File: config.mk
export PLATFORM = sky130hd
export DESIGN_NAME = mem_arbiter
export DESIGN_NICKNAME = d
export VERILOG_FILES = /design/src/rtl/mem_arbiter.sv
export SDC_FILE = /design/constraint.sdc
export NUM_CORES = 1
export LEC_CHECK = 0
export ABC_AREA = 1
export CAP_MARGIN = 20
export CORE_ASPECT_RATIO = 2
export CORE_MARGIN = 2
export CORE_UTILIZATION = 40
export DETAILED_ROUTE_END_ITERATION = 16
export PLACE_DENSITY = 0.81
export SLEW_MARGIN = 15
export SYNTH_ARGS = -nofsm -noshare
export SYNTH_HDL_FRONTEND = slang
export SYNTH_SLANG_ARGS = --single-unit
File: constraint.sdc
create_clock -name clk -period 2.1 [get_ports clk]
set_clock_uncertainty 0.1 [all_clocks]
set_input_delay 0.42 -clock clk [delete_from_list [all_inputs] [get_ports clk]]
set_output_delay 0.42 -clock clk [all_outputs]
set_load 0.02 [all_outputs]
File: src/rtl/mem_arbiter.sv
// -----------------------------------------------------------------------------
// mem_arbiter
//
// Two-port arbiter in front of a single asynchronous-read memory. Port 0 is the
// processor, port 1 the loader/debug port. At most one access is in flight:
// a request is sampled in IDLE, placed on the memory bus for exactly one
// ACCESS cycle, and (for reads) answered with a one-cycle RESP. Simultaneous
// requests are resolved round-robin against the port granted last.
//
// Ports
//   clk              clock, all state updates on the rising edge
//   reset            asynchronous active-low reset
//   req0/req1        access request per port
//   we0/we1          1 = write, 0 = read (qualified by reqN)
//   adr0/adr1        access address per port
//   wd0/wd1          write data per port
//   gnt0/gnt1        one-cycle pulse: that port's access is on the bus
//   rvalid0/rvalid1  one-cycle pulse: rdata holds that port's read result
//   rdata            registered read data shared by both ports
//   mem_we           memory write strobe
//   mem_adr          memory address
//   mem_wd           memory write data
//   mem_rd           memory read data, combinational from mem_adr
// -----------------------------------------------------------------------------
module mem_arbiter #(
    parameter int ADDR_W = 32,
    parameter int DATA_W = 32
) (
    input  logic              clk,
    input  logic              reset,
    input  logic              req0,
    input  logic              req1,
    input  logic              we0,
    input  logic              we1,
    input  logic [ADDR_W-1:0] adr0,
    input  logic [ADDR_W-1:0] adr1,
    input  logic [DATA_W-1:0] wd0,
    input  logic [DATA_W-1:0] wd1,
    output logic              gnt0,
    output logic              gnt1,
    output logic              rvalid0,
    output logic              rvalid1,
    output logic [DATA_W-1:0] rdata,
    output logic              mem_we,
    output logic [ADDR_W-1:0] mem_adr,
    output logic [DATA_W-1:0] mem_wd,
    input  logic [DATA_W-1:0] mem_rd
);

    typedef enum logic [1:0] {
        IDLE   = 2'd0,
        ACCESS = 2'd1,
        RESP   = 2'd2
    } state_t;

    state_t              state_q, state_d;
    logic                last_q, last_d;   // port granted most recently
    logic                win_q, win_d;     // port owning the access in flight
    logic                we_q, we_d;
    logic [ADDR_W-1:0]   adr_q, adr_d;
    logic [DATA_W-1:0]   wd_q, wd_d;
    logic [DATA_W-1:0]   rdata_q, rdata_d;

    logic                winner;
    logic [1:0]          gnt_v;
    logic [1:0]          rvalid_v;

    // -------------------------------------------------------------------------
    // State registers
    // -------------------------------------------------------------------------
    always_ff @(posedge clk or negedge reset) begin
        if (!reset) begin
            state_q <= IDLE;
            last_q  <= 1'b1;   // port 0 wins the first tie
            win_q   <= 1'b0;
            we_q    <= 1'b0;
            adr_q   <= '0;
            wd_q    <= '0;
            rdata_q <= '0;
        end else begin
            state_q <= state_d;
            last_q  <= last_d;
            win_q   <= win_d;
            we_q    <= we_d;
            adr_q   <= adr_d;
            wd_q    <= wd_d;
            rdata_q <= rdata_d;
        end
    end

    // -------------------------------------------------------------------------
    // Arbitration: a lone requester wins; on a tie the port that was not
    // granted last wins.
    // -------------------------------------------------------------------------
    always_comb begin
        winner = 1'b0;
        if (req0 && req1) begin
            winner = ~last_q;
        end else if (req1) begin
            winner = 1'b1;
        end
    end

    // -------------------------------------------------------------------------
    // Next-state logic
    // -------------------------------------------------------------------------
    always_comb begin
        state_d = state_q;
        last_d  = last_q;
        win_d   = win_q;
        we_d    = we_q;
        adr_d   = adr_q;
        wd_d    = wd_q;
        rdata_d = rdata_q;

        case (state_q)
            IDLE: begin
                if (req0 || req1) begin
                    state_d = ACCESS;
                    last_d  = winner;
                    win_d   = winner;
                    we_d    = winner ? we1  : we0;
                    adr_d   = winner ? adr1 : adr0;
                    wd_d    = winner ? wd1  : wd0;
                end
            end
            ACCESS: begin
                if (we_q) begin
                    state_d = IDLE;
                end else begin
                    rdata_d = mem_rd;
                    state_d = RESP;
                end
            end
            RESP: begin
                state_d = IDLE;
            end
            default: begin
                state_d = IDLE;
            end
        endcase
    end

    // -------------------------------------------------------------------------
    // Per-port strobes. Decoded straight from the state register so that an
    // asynchronous reset removes them without waiting for a clock edge.
    // -------------------------------------------------------------------------
    generate
        for (genvar gi = 0; gi < 2; gi++) begin : g_port
            assign gnt_v[gi]    = (state_q == ACCESS) && (win_q == 1'(gi));
            assign rvalid_v[gi] = (state_q == RESP)   && (win_q == 1'(gi));
        end
    endgenerate

    assign gnt0    = gnt_v[0];
    assign gnt1    = gnt_v[1];
    assign rvalid0 = rvalid_v[0];
    assign rvalid1 = rvalid_v[1];

    assign mem_we  = (state_q == ACCESS) && we_q;
    // Address and data keep showing the last latched access between cycles.
    assign mem_adr = adr_q;
    assign mem_wd  = wd_q;
    assign rdata   = rdata_q;

endmodule

* Word-level counts from Yosys, hierarchy flattened *
Index checks and enable logic that the tools add are counted.

operators by class
  add/subtract/negate cells = 0
  $mul = 0
  divide/modulo/power cells = 0
  magnitude comparators = 0
  equality and inequality tests = 3
  shifts and indexed selects = 0
  multiplexer cells = 8
  bitwise operators = 3
  reductions and logical operators = 10

operators by type and width
  operator                                                         count
  32-bit two-way mux                                               2
  1-bit logical AND                                                6
  2-bit two-way mux                                                2
  2-bit case mux with 2 select lines                               1
  2-bit AND reduction                                              2
  1-bit two-way mux                                                3
  1-bit NOT                                                        3
  2-bit by 1-bit == test with 1-bit output, second input constant  1
  2-bit == test, second input constant                             1
  2-bit logical NOT                                                1
  2-bit != test, second input constant                             1
  1-bit logical OR                                                 1

word-level totals
  register bits = 101
  bits in latches = 0
  RAM bits = 0
  bits in read-only memories = 0
  output and inout bits = 101
  logic and storage cells = 31
  memories kept = 0

* Longest topological paths before layout *
  depth in word-level cells = 3
  depth in mapped cells = 8
  mapped depth without buffers = 6

* Worst setup path after synthesis *
OpenSTA, ideal clock, no wires.

  path type = register to register
  from = register last_q
  to = register adr_q[0] (netlist: mem_adr[0])
  data arrival time = 1258 ps
  required time = 1882 ps
  setup slack = 624 ps
  cell stages (with the launch flop) = 8
  buffers on the path = 2
  period minus slack after synthesis = 1476 ps
  cell sequence = dfstp_2 -> nand2_1 -> nand2_1 -> buf_2 -> buf_1 -> nand2_1 -> nand3_1 -> nand2_1

between the ends
  word-level cells in the longest chain between the ends = 3

RTL lines
  element                 RTL line  text
  start, declared         57        logic last_q, last_d;
  start signal, assigned  82        last_q <= last_d;
  1-bit NOT               98        winner = ~last_q;
  1-bit two-way mux       97        if (req0 && req1) begin
  32-bit two-way mux      123       adr_d = winner ? adr1 : adr0;
  end signal, assigned    85        adr_q <= adr_d;
  end, declared           60        logic [ADDR_W-1:0] adr_q, adr_d;

Every way passes these cells.
A chain may end at the register's enable or synchronous reset.

* Worst setup path in the final report *
  from = register state_q[1]
  to = output gnt0

between the ends
  word-level cells in the longest chain between the ends = 2

RTL lines
  element                                   RTL line  text
  start, declared                           56        state_t state_q, state_d;
  start signal, assigned                    81        state_q <= state_d;
  2-bit by 1-bit == test with 1-bit output  150       assign gnt_v[gi] = (state_q == ACCESS) && (win_q == 1'(gi));
  1-bit logical AND                         150
  end, declared                             39        output logic gnt0,

Every way passes these cells.

==> impl_results.md <==
* First-pass GRT wire length at 25,400 µm
* Routed vias/inst at 4.70
* R2R cell count at 6
* Grt total ovfl at 0
* Antenna viol nets, final at 0
* Drt drc at 0
* Worst slew pin tran at 0.401 ns
* Final core utilization at 65.6%
* Worst hold path class: input pin to asynchronous set/reset pin
* Num CTS Buffers at 9
* Max_cap viols at 0
* Setup TNS at 0 ns
* Seq pwr share at 30.4%
* Initial antenna violation count at 0
* PD cells at 1400 mW/mm²
* Vias in the first global route at 5,192
* Die width at 83.4 µm
* Worst reg-to-reg setup slack at 0.61 ns
* Pre-Repair DR Iteration Count at 4
* Die height at 163 µm
* Ant. Diodes at 0
* Area leader, netlist: dfrtp_1
* DR vias at 5,255
* Sw Ratio at 41.9%
* Share of power burned in the clock network at 14.9%
* Cell Int Power at 6.64 mW
* Worst reg2reg startpoint: state_q[1]
* CTS Sinks at 101
* Std cell rows at 58
* CP required at 1.58 ns
* CP arrival at 1.43 ns
* GPL Wtd Cong at 0.843
* Bufs and invs on worst path at 2
* Clock period minus worst slack at 1.95 ns
* Net switching power at 4.79 mW
* CTS root buf: clkbuf_16
* Fmax at 513 MHz
* Pwr Total at 11.4 mW
* Clock Path Buffers at 2
* Initial Utilization at 40.4%
* Top-Level Pins at 267
* CTS tree: yes
* WL/cell at 14.3 µm
* Maximum vdd drop at 0.927 mV
* Dpl hpwl at 11,700 µm
* Mean post-synth cell area at 7.06 µm²
* Post-synthesis sequential area ratio at 50.1%
* Worst R2R End: mem_adr[11]
* Synthesized instance count at 715
* Most common cell after layout, fill and taps aside: nand2_1
* Commonest non-fill, non-tap cells in the layout: nand2_1 (295), clkdlybuf4s50_1 (259), inv_1 (135), nand3_1 (131), dfrtp_1 (100)
* Largest net degree at the start of global routing at 68
* Core area at 0.0125 mm²
* Yosys synthesis warning count at 0
* Critical path startpoint category: flop
* Critical Path Fanout Max at 6
* Yosys reg bits at 101
* Post-CTS Setup Repair Bufs at 0
* 1st-iter DRT viols at 237
* Critical path type: flop to output port
* Die area at 0.0136 mm²
* Crit path capture type: output port
* Clock latency on the worst-skew pair at 0.33 ns
* Top cell type's share of synthesized area at 49.6%
* Dpl ws at 0.186 ns
* CP peak stage delay at 0.39 ns
* Total GRT Usage at 23.5%
* Post-route setup slack at 0.151 ns
* Max Slew Vio Count at 0
* Slowest CP cell: dlygate4sd2_1
* Layout cells sized above 1 at 3.61%
* Leakage at 4.37 nW
* CP Cell Sequence: inv_1 > nand2_1 > nor2_1 > dlygate4sd2_1
* H-tree depth at 3
* Yosys cell types at 15
* RSZ-0062 raised after global routing: false
* Total Wirelength at 16,000 µm
* Comb power frac at 54.7%
* Synth top area cells: dfrtp_1 (50%), nand2_1 (22%), nand3_1 (13%)
* # nets final at 1,131
* Rel. slew slack at 73.3%
* CP top delay family: buffers and inverters
* CTS clk-pin slew, worst paths at 0.07 ns
* IO buf count at 266
* Synthesized cell area at 0.00505 mm²
* Fin Hold WS at 0.367 ns
* Layout area overhead at 62.2%
* Final Cycle Share at 92.8%
* Synth Net Count at 881
* Status: finished clean
* Finish-stage setup viols at 0
* Fin. Hold Viols at 0
power by group through the flow:
stage                     registers, mW  clock network, mW  logic (mW)
after global placement             3.47                  0        6.23
after global routing               3.60               1.81        6.79
after detailed placement           3.48                  0        6.35
final                              3.48               1.70        6.25
after floorplan                    4.61                  0        2.17
after CTS                          3.48               1.75        6.33
through the flow:
stage	area, µm²	instances
after floorplan	5050	715
after global placement	7880	1103
after detailed placement	7880	1103
after CTS	8190	1119
after global routing	8190	1119
final	8190	1119
worst max path at each step:
| stage | start | to | slack [ns] | depth (start not counted) |
|---|---|---|---|---|
| global placement | state_q[1] | gnt0 | 0.26 | 4 |
| detailed placement | req0 | mem_adr[9] | 0.19 | 7 |
| global route | state_q[1] | gnt0 | 0.007 | 4 |
| CTS | state_q[1] | gnt0 | 0.11 | 4 |
| floorplan | last_q | mem_adr[0] | 0.62 | 7 |
| finish | state_q[1] | gnt0 | 0.15 | 4 |
cells in the mapped netlist:
library cell  instances
nor3_1                2
nor2_1                4
nand4_1               1
clkbuf_1             14
nor2_2                1
nand2_1             297
buf_1                 4
inv_1               135
dfrtp_1             100
nand3_1             131
buf_4                 5
inv_2                 1
o21ai_0               1
dfstp_2               1
buf_2                18
logic make-up (layout without fill, tap and decap cells):
kind of cell | Yosys count | after routing | synth area share [%]
DFF | 101 | 101 | 50.1
buffers and inverters | 177 | 431 | 14.0
and+or+nand+nor | 436 | 436 | 35.8
AOI/OAI and AO/OA | 1 | 1 | 0.0991
area by class of cell:
class	instances	area [µm²]
inverters	136	510
clock inverters	4	55.1
clock buffers	11	253
multi-input cells	437	1820
repair buffers	280	2830
fillers	1073	4290
well taps	150	188
flip-flops and latches	101	2530
per-layer routing:
metal / GRT usage [%] / up-vias / share of wire, %
met4: 11.4 / 0 / 4.0
met5: 0 / - / 0
met2: 41.9 / 204 / 53
met3: 3.95 / 38 / 5.9
met1: 27.0 / 2394 / 37
li1: - / 2619 / -
repair_timing:
item	4_1_cts	5_1_grt
endpoints found under the setup margin	5	0
resized for setup	5	0
hold buffers	1	0
endpoints found under the hold margin	5	0
flip-flops by register name, indices dropped and copies added (netlist names):
name / cells
rdata: 32
mem_adr: 32
mem_wd: 32
win_q: 1
we_q: 1
last_q: 1
state_q: 2
Note: power is estimated with default switching activity, not from simulation.
